`src/rtl/keypad_scan_sequencer.sv`:
```
// keypad_scan_sequencer: one FSM that strobes the 4x4 keypad rows,
// synchronizes and debounces the columns, and pulses once per accepted key.
module keypad_scan_sequencer #(
    parameter int SETTLE_CYCLES   = 8,
    parameter int DEBOUNCE_CYCLES = 60000
) (
    input  logic       clk,
    input  logic       rst_n,
    output logic [3:0] row,
    input  logic [3:0] col,
    output logic       key_valid,
    output logic [3:0] key_row,
    output logic [3:0] key_col,
    output logic       key_held,
    output logic       scan_active
);

    localparam int CW = $clog2(DEBOUNCE_CYCLES + 1);

    localparam logic [CW-1:0] SETTLE_LAST   = CW'(SETTLE_CYCLES - 1);
    localparam logic [CW-1:0] DEBOUNCE_LAST = CW'(DEBOUNCE_CYCLES - 1);

    typedef enum logic [1:0] {
        S_SCAN,
        S_DEBOUNCE,
        S_HELD,
        S_RELEASE
    } state_t;

    state_t        state_q;
    logic [1:0]    row_ptr_q;
    logic [3:0]    row_q;
    logic [CW-1:0] cnt_q;
    logic [3:0]    sync1_q;
    logic [3:0]    sync2_q;
    logic [3:0]    cap_col_q;
    logic [1:0]    cap_row_q;
    logic          key_valid_q;
    logic [3:0]    key_row_q;
    logic [3:0]    key_col_q;
    logic          key_held_q;
    logic          scan_active_q;

    logic [3:0]    col_low_d;
    logic          one_low_d;
    logic          cap_match_d;
    logic          cap_high_d;

    // Column decode of the synchronized (active-low) inputs.
    always_comb begin
        col_low_d   = ~sync2_q;
        one_low_d   = (col_low_d != 4'd0) &&
                      ((col_low_d & (col_low_d - 4'd1)) == 4'd0);
        cap_match_d = (col_low_d == cap_col_q);
        cap_high_d  = |(sync2_q & cap_col_q);
    end

    // Two-flop synchronizer; idle columns read high (pull-ups).
    always_ff @(posedge clk) begin
        if (!rst_n) begin
            sync1_q <= 4'hF;
            sync2_q <= 4'hF;
        end else begin
            sync1_q <= col;
            sync2_q <= sync1_q;
        end
    end

    // Scan / debounce / hold / release sequencer with registered outputs.
    always_ff @(posedge clk) begin
        if (!rst_n) begin
            state_q       <= S_SCAN;
            row_ptr_q     <= 2'd0;
            row_q         <= 4'b1110;
            cnt_q         <= '0;
            cap_col_q     <= 4'd0;
            cap_row_q     <= 2'd0;
            key_valid_q   <= 1'b0;
            key_row_q     <= 4'd0;
            key_col_q     <= 4'd0;
            key_held_q    <= 1'b0;
            scan_active_q <= 1'b1;
        end else begin
            key_valid_q <= 1'b0;
            unique case (state_q)
                S_SCAN: begin
                    if (cnt_q == SETTLE_LAST) begin
                        cnt_q <= '0;
                        if (one_low_d) begin
                            cap_col_q     <= col_low_d;
                            cap_row_q     <= row_ptr_q;
                            state_q       <= S_DEBOUNCE;
                            scan_active_q <= 1'b0;
                        end else begin
                            row_ptr_q <= row_ptr_q + 2'd1;
                            row_q     <= {row_q[2:0], row_q[3]};
                        end
                    end else begin
                        cnt_q <= cnt_q + CW'(1);
                    end
                end
                S_DEBOUNCE: begin
                    if (!cap_match_d) begin
                        state_q       <= S_SCAN;
                        cnt_q         <= '0;
                        row_ptr_q     <= row_ptr_q + 2'd1;
                        row_q         <= {row_q[2:0], row_q[3]};
                        scan_active_q <= 1'b1;
                    end else if (cnt_q == DEBOUNCE_LAST) begin
                        state_q     <= S_HELD;
                        cnt_q       <= '0;
                        key_valid_q <= 1'b1;
                        key_row_q   <= 4'b0001 << cap_row_q;
                        key_col_q   <= cap_col_q;
                        key_held_q  <= 1'b1;
                    end else begin
                        cnt_q <= cnt_q + CW'(1);
                    end
                end
                S_HELD: begin
                    if (cap_high_d) begin
                        state_q <= S_RELEASE;
                        cnt_q   <= '0;
                    end
                end
                S_RELEASE: begin
                    if (!cap_high_d) begin
                        state_q <= S_HELD;
                        cnt_q   <= '0;
                    end else if (cnt_q == DEBOUNCE_LAST) begin
                        state_q       <= S_SCAN;
                        cnt_q         <= '0;
                        row_ptr_q     <= row_ptr_q + 2'd1;
                        row_q         <= {row_q[2:0], row_q[3]};
                        key_held_q    <= 1'b0;
                        scan_active_q <= 1'b1;
                    end else begin
                        cnt_q <= cnt_q + CW'(1);
                    end
                end
                default: begin
                    state_q       <= S_SCAN;
                    cnt_q         <= '0;
                    scan_active_q <= 1'b1;
                end
            endcase
        end
    end

    assign row         = row_q;
    assign key_valid   = key_valid_q;
    assign key_row     = key_row_q;
    assign key_col     = key_col_q;
    assign key_held    = key_held_q;
    assign scan_active = scan_active_q;

endmodule

```
`config.mk`:
```
export PLATFORM = sky130hd
export DESIGN_NAME = keypad_scan_sequencer
export DESIGN_NICKNAME = d
export VERILOG_FILES = /design/src/rtl/keypad_scan_sequencer.sv
export SDC_FILE = /design/constraint.sdc
export NUM_CORES = 1
export LEC_CHECK = 0
export CAP_MARGIN = 25
export CORE_ASPECT_RATIO = 0.9
export CORE_UTILIZATION = 56
export CTS_CLUSTER_DIAMETER = 50
export CTS_CLUSTER_SIZE = 14
export DETAILED_ROUTE_END_ITERATION = 8
export PLACE_DENSITY = 0.9
export SLEW_MARGIN = 10
export SYNTH_ARGS = -nofsm -noshare
export SYNTH_HDL_FRONTEND = slang
export SYNTH_SLANG_ARGS = --single-unit
```
`constraint.sdc`:
```
create_clock -name clk -period 2.39 [get_ports clk]
set_clock_uncertainty 0.05 [all_clocks]
set_input_delay 0.3585 -clock clk [delete_from_list [all_inputs] [get_ports clk]]
set_output_delay 0.3585 -clock clk [all_outputs]
set_load 0.02 [all_outputs]
```
After elaboration in Yosys (flattened, before gate mapping). Index checks and enable logic that the tools add are counted.

Register bits after elaboration: 49. Bits of input ports: 6.

Bitwise operators: 3. Shift-type cells: 1. Eq/ne operators: 17. Reduce and logical (&&, ||, !) cells: 14. $add $sub $neg: 3. Mux-type cells: 37.

Operator list (count): $mux W16 (5); $pmux W16 S4 (1); $mux W2 (12); $mux W4 (5); $ne A2 B2 Y1 const B (9); $add A16 B1 Y16 const B (1); $eq A16 B16 Y1 const B (1); $eq A16 B3 Y1 const B (1); $pmux W4 S3 (1); $reduce_and A6 Y1 (2); $reduce_and A5 Y1 (2); $mux W1 (9); $reduce_and A3 Y1 (3); $and A4 B4 Y4 (2); $pmux W2 S4 (1); $ne A3 B3 Y1 const B (2); $pmux W2 S3 (1); $eq A2 B2 Y1 const B (2); $eq A4 B4 Y1 (1); $logic_not A4 Y1 (1); $not A4 Y4 (1); $reduce_bool A4 Y1 (1); $reduce_or A4 Y1 (1); $shl A1 B2 Y4 const A (1); 9 further kinds (9).

Longest topological paths before layout. Gate-level depths: netlist of run 1.

Word-level depth: 8. Mapped depth: 8. Mapped depth without buffers: 6.

Worst setup path before layout of run 1. Ideal clock, no wire load.

Path kind: register to register. Start point: reg sync2_q[3]. End point: reg row_q[0], in the netlist row[0]. Arrival: 1.753 ns. Cell stages (with the launch flop): 7. Library setup time: 0.072 ns. Setup slack: 0.515 ns. Required time: 2.268 ns. Buffers on the path: 0. Clock period less this slack: 1.875 ns. Cell sequence: dfxtp_1 > ha_1 > nor4_2 > nor2_2 > a32oi_4 > a21boi_4 > mux2i_1.

Longest elaborated chain between the ends: 7. Elaborated cells between the ends (all ways): 13. Those cells by class: 1 x add/sub; 4 x eq/ne; 3 x bitwise; 5 x reduce/logical.

RTL lines: from (decl) (RTL line 35) `logic [3:0] sync2_q;`; from (signal assigned) (RTL line 65) `sync2_q <= sync1_q;`; $not A4 Y4 (RTL line 51) `col_low_d = ~sync2_q;`; $sub A4 B1 Y4 (RTL line 53) `((col_low_d & (col_low_d - 4'd1)) == 4'd0);`; $and A4 B4 Y4 (RTL line 53); $logic_not A4 Y1 (RTL line 53); $logic_and A1 B1 Y1 (RTL line 52) `one_low_d = (col_low_d != 4'd0) &&`; $ne A2 B2 Y1 (no line); $reduce_and A6 Y1 (no line) (*); to (signal assigned) (RTL line 96) `row_q <= {row_q[2:0], row_q[3]};`; to (signal assigned) (RTL line 107) `row_q <= {row_q[2:0], row_q[3]};`; to (signal assigned) (RTL line 134) `row_q <= {row_q[2:0], row_q[3]};`; to (decl) (RTL line 32) `logic [3:0] row_q;`.

Mark *: on every way between the ends. The rest lies on a longest branch, timed or not. A chain may end at the register's enable or synchronous reset.

Worst setup path in the final report of run 1.
Start point: reg cnt_q[0]. End point: reg scan_active_q, in the netlist scan_active.

Longest elaborated chain between the ends: 3. Elaborated cells between the ends (all ways): 5. Those cells by class: 4 x eq/ne; 1 x reduce/logical.

RTL lines: from (decl) (RTL line 33) `logic [CW-1:0] cnt_q;`; from (signal assigned) (RTL line 99) `cnt_q <= cnt_q + CW'(1);`; from (signal assigned) (RTL line 117) `cnt_q <= cnt_q + CW'(1);`; from (signal assigned) (RTL line 138) `cnt_q <= cnt_q + CW'(1);`; $eq A16 B16 Y1 or $eq A16 B3 Y1 (tied branches) (RTL line 130, 87); $ne A2 B2 Y1 (no line); $reduce_and A6 Y1 (no line) (*); to (signal assigned) (RTL line 108) `scan_active_q <= 1'b1;`; to (signal assigned) (RTL line 136) `scan_active_q <= 1'b1;`; to (signal assigned) (RTL line 144) `scan_active_q <= 1'b1;`; to (decl) (RTL line 42) `logic scan_active_q;`.

Marked as above.

==> impl_metrics.csv, run 1 <==
group,metric,value,unit
outcome,status,"completed",
flow_run,maxCapViolCount,0,
drt,drt-initial-drc-count,146,
yosys,synth-seq-cells,49,
die,fp.dieW,68.74,um
yosys,synth.top_cell.area_share,43.70,%
cts,cts_tree,"done",
sta,setup_viol,0,
drt,vias,1787,
yosys,synth_adder_area_share,2.787,%
yosys,synth_nets,254,
power,switchingPower,0.0003299,W
yosys,synth_edf_count,0,
placement,place_inst,306,
die,die_area,4266,um^2
critical_path,start_kind,"flip-flop",
yosys,synthMuxAreaShare,7.135,%
yosys,avgSynthCellArea,9.237,um^2
drt,drc,0,
cts,cts_made_buffers,5,
finish,layout-drive-gt1-share,9.738,%
power,p_int,0.001101,W
finish,insertedDiodeCount,0,
power,pwr-share-seq,59.7,%
yosys,synth.yosys.seq_area_share,43.70,%
global_routing,grtUsageTotal,21.91,%
critical_path,r2r_cells,7,
yosys,synth_top_family_by_area,"simple AND/OR/NAND/NOR gates",
power,power.leakage,1.074,nW
sta,min_period,2.118,ns
global_routing,antenna_found_initial,0,
placement,hpwl,3018,um
power,power_density,553.5,nW/um^2
power,p_clk_share,34.7,%
die,initial_core_util,59.33,%
critical_path,worstReg2RegEnd,"scan_active$_SDFFE_PN1P_",
sta,layout_setup_ws,0.2720,ns
critical_path,r2r_setup_slack,0.27,ns
power,p_sw_share,23.05,%
cts,htreeDepth,2,
critical_path,critPathCaptureType,"flip-flop",
global_routing,grt_pass1_vias,1500,
die,core_area,3784,um^2
sta,slew_headroom,59.56,%
sta,rsz0062_at_grt,"false",
cts,cts.path.max_buffers,2,
drt,drtPass1Iterations,4,
critical_path,required,2.54,ns
cts,cts.sinks,49,
finish,design_area,2586,um^2
global_routing,grt_pass1_wl,6817,um
yosys,synth_warnings,0,
yosys,synthArstFlopShare,0,%
placement,place.gp.congestion,0.8081,
critical_path,path_class,"flip-flop to flip-flop",
cts,path_clk_slew,0.09,ns
yosys,synth_commonest_cells,"dfxtp_1 (49), nor2_1 (36), nand2_1 (25)",
sta,tns,0,ns
sta,finalHoldViolCount,0,
yosys,synth_top_area_cell,"dfxtp_1",
critical_path,worst-path-max-fanout,7,
worst_hold_path,hold_class,"flip-flop to flip-flop",
drt,vias_per_cell,5.709,
drt,routed_wl,4197,um
sta,fmax,472.1,MHz
global_routing,grt_max_degree,18,
power,ir_worst_vdd,0.0004479,V
cts,post_cts_buffers,0,
finish,syn_to_final_growth,15.22,%
critical_path,crit_path_start,"cnt_q[0]$_SDFFE_PN0N_",
finish,fillers,307,
yosys,yosysMostFrequentCell,"dfxtp_1",
yosys,synthSimpleGateAreaFrac,27.26,%
sta,drv_slew,0,
yosys,ys.flop_type,"dfxtp_1",
cts,cts_resized,0,
die,ios,21,
yosys,synth_xor_area_share,5.072,%
cts,clk_latency,0.30,ns
placement,place_area,2492,um^2
yosys,synthesis.area,2245,um^2
power,pwr-share-comb,5.6,%
critical_path,crit_arrival,2.27,ns
finish,fin_nets,278,
cts,root_buffer,"clkbuf_8",
cts,ctsHoldBuffers,0,
yosys,synth_compound_area_share,10.09,%
finish,fin_util,68.35,%
sta,finalCritPeriodShare,88.62,%
critical_path,reg2reg_from,"cnt_q[0]$_SDFFE_PN0N_",
placement,io_buffers,20,
finish,final_cells,313,
yosys,yosys.cell_types.count,49,
drt,ant_nets,0,
drt,wire_per_inst,13.41,um
critical_path,cp-endpoint,"scan_active$_SDFFE_PN1P_",
global_routing,overflow,0,
placement,dp_slack,0.07580,ns
yosys,synth.area.top_cells,"dfxtp_1 (44%), mux2i_1 (7.1%), nor2_1 (6.0%)",
yosys,syn_inst,243,
die,rows,21,
sta,tightest_slew,0.6025,ns
die,dieHeight,62.06,um
## per-stage QoR
step / hold WS [ns] / power [W]
global route: 0.3789 / 0.001491
CTS: 0.3666 / 0.001431
finish: 0.3657 / 0.001431
global placement: 0.3400 / 0.0009489
detailed placement: 0.3472 / 0.0009540
floorplan: 0.3363 / 0.0009258
## cell families after synthesis
logic type | Yosys count
simple gates | 116
fa+ha+maj | 5
mux | 16
xor+xnor | 13
flops | 49
buf+inv | 17
compound gates | 27
## critical path, stage by stage, from the launching register on
cell	delay, ns
dfxtp_1	0.39
ha_1	0.26
nor4b_2	0.24
and4_1	0.28
buf_4	0.18
nand3_2	0.09
a22o_1	0.26
a221o_1	0.28
## worst min path at each step
stage / startpoint / endpoint / slack [ns] / cells after the start
floorplan: sync1_q[0]$_SDFF_PN1_ / sync2_q[0]$_SDFF_PN1_ / 0.34 / 1
global placement: sync1_q[1]$_SDFF_PN1_ / sync2_q[1]$_SDFF_PN1_ / 0.34 / 1
detailed placement: sync1_q[0]$_SDFF_PN1_ / sync2_q[0]$_SDFF_PN1_ / 0.35 / 1
CTS: sync1_q[0]$_SDFF_PN1_ / sync2_q[0]$_SDFF_PN1_ / 0.37 / 1
global route: sync1_q[1]$_SDFF_PN1_ / sync2_q[1]$_SDFF_PN1_ / 0.38 / 1
finish: sync1_q[3]$_SDFF_PN1_ / sync2_q[3]$_SDFF_PN1_ / 0.37 / 1
## area by class of cell
type / instances / area [um^2] / share of cell area [%]
multi-input combinational: 177 / 1179 / 45.57
sequential: 49 / 980.9 / 37.93
clock buffer: 6 / 82.58 / 3.193
timing repair buffer: 27 / 252.7 / 9.773
clock inverter: 1 / 7.507 / 0.2903
inverter: 7 / 26.28 / 1.016
tap: 46 / 57.56 / 2.225
## power groups by stage
stage	Combinational (W)	Clock [W]	Sequential, W
floorplan	0.0000571	0	0.000869
global placement	0.0000766	0	0.000872
detailed placement	0.0000805	0	0.000873
CTS	0.0000810	0.000496	0.000854
global route	0.0000906	0.000541	0.000859
finish	0.0000805	0.000497	0.000854
## layout by cell type, fill, tap and decap left out, drive strengths merged, types with 4 or more instances in the layout
| cell | count |
|---|---|
| a21oi | 8 |
| and4 | 4 |
| buf | 7 |
| clkbuf | 6 |
| clkdlybuf4s50 | 20 |
| dfxtp | 49 |
| ha | 5 |
| inv | 7 |
| mux2i | 16 |
| nand2 | 25 |
| nand2b | 10 |
| nand3 | 8 |
| nand4 | 7 |
| nand4b | 4 |
| nor2 | 37 |
| nor3 | 7 |
| o21ai | 4 |
| xnor2 | 7 |
| xor2 | 6 |
## routing by layer
metal  routed length (um)  GRT usage, %  part of all wire (%)  vias to the layer above
met4                   57         9.038                   1.4                        0
met1                 2121         30.15                    51                      842
met5                    0             0                     0                        -
li1                     -             -                     -                      897
met2                 1850         33.19                    44                       41
met3                  168         5.109                   4.0                        7
## state kept, by name (all words and copies together), names as in the netlist, 4 cells and up
register / cells
key_col: 4
key_row: 4
sync2_q: 4
cnt_q: 16
cap_col_q: 4
row: 4
sync1_q: 4
(Power assumes the default switching activity.)
==> run 2, diff against run 1 <==
--- a/config.mk
+++ b/config.mk
@@ -6,7 +6,6 @@
 export NUM_CORES = 1
 export LEC_CHECK = 0
 export CAP_MARGIN = 25
-export CORE_ASPECT_RATIO = 0.9
 export CORE_UTILIZATION = 56
 export CTS_CLUSTER_DIAMETER = 50
 export CTS_CLUSTER_SIZE = 14
==> impl_metrics.csv, run 2 (synthesis results as in run 1) <==
group,metric,value,unit
outcome,status,"completed",
sta,tightest_slew,0.6209,ns
sta,whs,0.3612,ns
cts,ctsHoldBuffers,0,
drt,wire_per_inst,13.73,um
sta,fmax,453.9,MHz
die,fp.dieW,65.31,um
cts,post_cts_buffers,0,
placement,io_buffers,20,
finish,insertedDiodeCount,0,
die,ios,21,
global_routing,grt_pass1_vias,1693,
sta,finalCritPeriodShare,92.18,%
finish,syn_to_final_growth,15.27,%
worst_hold_path,hold_class,"flip-flop to flip-flop",
sta,rsz0062_at_grt,"false",
critical_path,path_class,"flip-flop to flip-flop",
power,ir_worst_vdd,0.0003948,V
critical_path,worst-path-max-fanout,6,
finish,final_cell_mix,"dfxtp_1 (49), nor2_1 (36), nand2_1 (25)",
critical_path,reg2reg_from,"cnt_q[0]$_SDFFE_PN0N_",
cts,cts.path.max_buffers,2,
die,dieHeight,65.31,um
drt,vias,1796,
finish,fin_nets,277,
sta,drv_slew,0,
global_routing,grt_pass1_wl,7445,um
drt,drt-initial-drc-count,96,
die,core_area,3744,um^2
finish,layout-drive-gt1-share,9.738,%
global_routing,grt_max_degree,23,
critical_path,worstReg2RegEnd,"scan_active$_SDFFE_PN1P_",
worst_hold_path,min_path_cells,1,
drt,vias_per_cell,5.702,
finish,largest_reg_flops,16,
placement,hpwl,3019,um
finish,fillers,292,
cts,cts_made_buffers,5,
cts,path_clk_slew,0.09,ns
critical_path,crit_arrival,2.36,ns
power,power.leakage,1.076,nW
die,initial_core_util,59.96,%
sta,min_period,2.203,ns
cts,cts.sinks,49,
sta,slew_headroom,58.33,%
finish,ff_latch_area,980.9,um^2
critical_path,start_kind,"flip-flop",
worst_hold_path,hp-start,"sync1_q[2]$_SDFF_PN1_",
power,power_density,560.1,nW/um^2
global_routing,antenna_found_initial,0,
drt,drc,0,
critical_path,critPathCaptureType,"flip-flop",
finish,layout_commonest_cell,"dfxtp_1",
critical_path,r2r_cells,7,
finish,largest-register,"cnt_q",
drt,routed_wl,4325,um
sta,setup_viol,0,
die,die_area,4265,um^2
cts,cts_tree,"done",
drt,drtPass1Iterations,4,
global_routing,grtUsageTotal,23.00,%
die,rows,22,
critical_path,crit_path_start,"cnt_q[0]$_SDFFE_PN0N_",
sta,finalHoldViolCount,0,
cts,htreeDepth,2,
critical_path,required,2.55,ns
flow_run,maxCapViolCount,0,
global_routing,overflow,0,
cts,root_buffer,"clkbuf_8",
sta,tns,0,ns
worst_hold_path,holdPathEnd,"sync2_q[2]$_SDFF_PN1_",
finish,multi_input_area,1179,um^2
critical_path,r2r_setup_slack,0.19,ns
cts,clk_latency,0.31,ns
drt,ant_nets,0,
placement,place.gp.congestion,0.8109,
==> run 2: cell type report <==
cell class                      count  area share [%]
Timing Repair Buffer               26           9.478
Clock buffer                        6           3.191
Clock inverter                      2          0.5319
Multi-Input combinational cell    177           45.55
Tap cell                           48           2.321
Inverter                            7           1.015
Sequential cell                    49           37.91
==> run 2: report_power, final <==
group	internal, W	total (W)	switching, W
logic	0.0000364	0.0000800	0.0000437
clock network	0.000235	0.000512	0.000278
registers	0.000836	0.000857	0.0000210
==> run 2: critical path, cell delays in order, from the launching register on <==
cell and delay, ns:
dfxtp_1 0.39, ha_1 0.26, nor4b_2 0.24, and4_1 0.36
buf_4 0.20, nand3_2 0.08, a22o_1 0.25, a221o_1 0.28
==> run 2: worst max-delay path by stage <==
stage | end | slack (ns) | cells past startpoint
finish | scan_active$_SDFFE_PN1P_ | 0.19 | 7
global route | scan_active$_SDFFE_PN1P_ | 0.05 | 7
CTS | cnt_q[14]$_SDFFE_PN0N_ | 0.11 | 6
detailed placement | cnt_q[14]$_SDFFE_PN0N_ | 0.13 | 6
global placement | cnt_q[8]$_SDFFE_PN0N_ | 0.26 | 6
floorplan | row[0]$_SDFFE_PN0P_ | 0.52 | 6
==> run 2: per-stage QoR <==
stage	setup slack, ns	power, W	area, um^2	util, %	std cells
CTS	0.1078	0.001451	2584	69.02	315
global placement	0.2574	0.0009493	2487	66.44	307
global route	0.04684	0.001502	2587	69.12	315
finish	0.1870	0.001449	2587	69.12	315
detailed placement	0.1252	0.0009537	2487	66.44	307
floorplan	0.5154	0.0009258	2245	-	243
==> run 2: repair_timing <==
item | in CTS | in global routing
endpoints found under the setup margin | 0 | 11
hold endpoints to repair | 0 | 0
gates resized for setup | 0 | 1
==> run 2: layer usage <==
metal	track usage, %	wire length, um	up-vias
met3	5.903	201	6
met1	28.99	2012	850
met5	0	0	-
met2	36.08	2036	43
li1	-	-	897
met4	11.68	74	0
==> run 3, diff against run 2 <==
--- a/config.mk
+++ b/config.mk
@@ -10,8 +10,8 @@
 export CTS_CLUSTER_DIAMETER = 50
 export CTS_CLUSTER_SIZE = 14
 export DETAILED_ROUTE_END_ITERATION = 8
-export PLACE_DENSITY = 0.9
-export SLEW_MARGIN = 10
+export PLACE_DENSITY = 0.77
+export SLEW_MARGIN = 25
 export SYNTH_ARGS = -nofsm -noshare
 export SYNTH_HDL_FRONTEND = slang
 export SYNTH_SLANG_ARGS = --single-unit
==> impl_metrics.csv, run 3 (synthesis results as in run 1) <==
group,metric,value,unit
global_routing,grt_pass1_vias,1664,
power,power.leakage,1.072,nW
placement,place.gp.congestion,0.7941,
sta,tightest_slew,0.7075,ns
critical_path,crit_path_start,"cnt_q[0]$_SDFFE_PN0N_",
critical_path,path_cells,"ha_1, nor4b_2, and4_1, buf_4, nand3_2, a22o_1, a221o_1",
die,initial_core_util,59.96,%
outcome,status,"completed",
cts,cts_made_buffers,5,
finish,layout_commonest_cell,"dfxtp_1",
sta,tns,0,ns
die,core_area,3744,um^2
finish,insertedDiodeCount,0,
critical_path,required,2.54,ns
finish,layout-drive-gt1-share,9.363,%
power,ir_worst_vdd,0.0003000,V
placement,hpwl,3089,um
critical_path,slowest_delay,0.39,ns
sta,setup_viol,0,
drt,vias_per_cell,5.533,
drt,drc,0,
cts,ctsHoldBuffers,0,
drt,routed_wl,4167,um
cts,post_cts_buffers,0,
drt,drtPass1Iterations,4,
die,die_area,4265,um^2
worst_hold_path,hp-start,"sync1_q[1]$_SDFF_PN1_",
critical_path,critPathSlowestCell,"and4_1",
sta,finalCritPeriodShare,92.80,%
finish,largest-register,"cnt_q",
worst_hold_path,hold_class,"flip-flop to flip-flop",
cts,cts.path.max_buffers,2,
critical_path,path_class,"flip-flop to flip-flop",
finish,fin_util,68.92,%
drt,ant_nets,0,
global_routing,overflow,0,
drt,wire_per_inst,13.23,um
critical_path,crit_arrival,2.36,ns
placement,io_buffers,20,
flow_run,maxCapViolCount,0,
cts,htreeDepth,2,
finish,final_cell_mix,"dfxtp_1 (49), nor2_1 (36), nand2_1 (25)",
cts,path_clk_slew,0.08,ns
drt,vias,1743,
global_routing,grt_max_degree,16,
critical_path,worst-path-max-fanout,8,
global_routing,grt_pass1_wl,7376,um
sta,slew_headroom,52.52,%
die,rows,22,
finish,syn_to_final_growth,14.94,%
drt,drt-initial-drc-count,128,
sta,min_period,2.218,ns
critical_path,start_kind,"flip-flop",
critical_path,reg2reg_from,"cnt_q[0]$_SDFFE_PN0N_",
finish,largest_reg_flops,16,
die,ios,21,
die,dieHeight,65.31,um
cts,cts_tree,"done",
sta,rsz0062_at_grt,"false",
global_routing,grtUsageTotal,22.44,%
cts,root_buffer,"clkbuf_8",
power,power_density,539.7,nW/um^2
cts,clk_latency,0.30,ns
sta,finalHoldViolCount,0,
die,fp.dieW,65.31,um
sta,drv_slew,0,
sta,fmax,450.9,MHz
cts,cts.sinks,49,
global_routing,antenna_found_initial,0,
critical_path,critPathCaptureType,"flip-flop",
cts,cts_resized,0,
finish,fin_nets,278,
==> run 3: cell count changes in the layout (fill, tap and decap cells not counted) <==
cell      before  now
buf_4          6    7
clkbuf_8       6    5
clkinv_2       1    0
clkbuf_1       0    1
==> run 3: cell type report <==
| type | instances | area [um^2] |
|---|---|---|
| clock buffer | 6 | 72.57 |
| clock inverter | 1 | 8.758 |
| fill | 328 | 1164 |
| inverter | 7 | 26.28 |
| multi-input combinational | 177 | 1179 |
| sequential | 49 | 980.9 |
| tap | 48 | 60.06 |
| timing repair buffer | 27 | 252.7 |
==> run 3: worst paths after layout <==
kind / end / slack (ns) / cells after the start
worst min-delay path: sync2_q[1]$_SDFF_PN1_ / 0.36 / 1
worst max register to register: scan_active$_SDFFE_PN1P_ / 0.17 / 7
worst max-delay path: scan_active$_SDFFE_PN1P_ / 0.17 / 7
worst min register to register: sync2_q[1]$_SDFF_PN1_ / 0.36 / 1
==> run 3: stage by stage <==
stage / setup slack [ns] / cells / instance area [um^2] / power (W) / hold WS [ns]
CTS: 0.05504 / 315 / 2576 / 0.001406 / 0.3679
global route: 0.02234 / 315 / 2580 / 0.001452 / 0.3772
finish: 0.1720 / 315 / 2580 / 0.001392 / 0.3623
floorplan: 0.5154 / 243 / 2245 / 0.0009258 / 0.3363
detailed placement: 0.06674 / 308 / 2495 / 0.0009523 / 0.3469
global placement: 0.1939 / 308 / 2495 / 0.0009500 / 0.3404
==> run 3: report_power, final <==
part,internal [W],leakage (nW),switching [W]
clock,0.000203,0.0412,0.000257
sequential,0.000836,0.398,0.0000186
combinational,0.0000363,0.633,0.0000422
total,0.00107,1.07,0.000318
==> run 3: worst max-delay path, delay by kind of cell (launching register included) <==
kind	cells	cell delay (ns)
flip-flops	1	0.38
adder cells (fa/ha/maj)	1	0.25
AND/OR/NAND/NOR	3	0.72
AO/OA/AOI/OAI	2	0.53
buffers and inverters	1	0.19
==> run 3: layer usage <==
layer / routed length [um] / GRT usage, % / vias to the layer above
met2: 1905 / 35.57 / 34
met4: 79 / 10.60 / 0
met1: 2043 / 29.27 / 807
met3: 139 / 4.167 / 9
met5: 0 / 0 / -
li1: - / - / 893
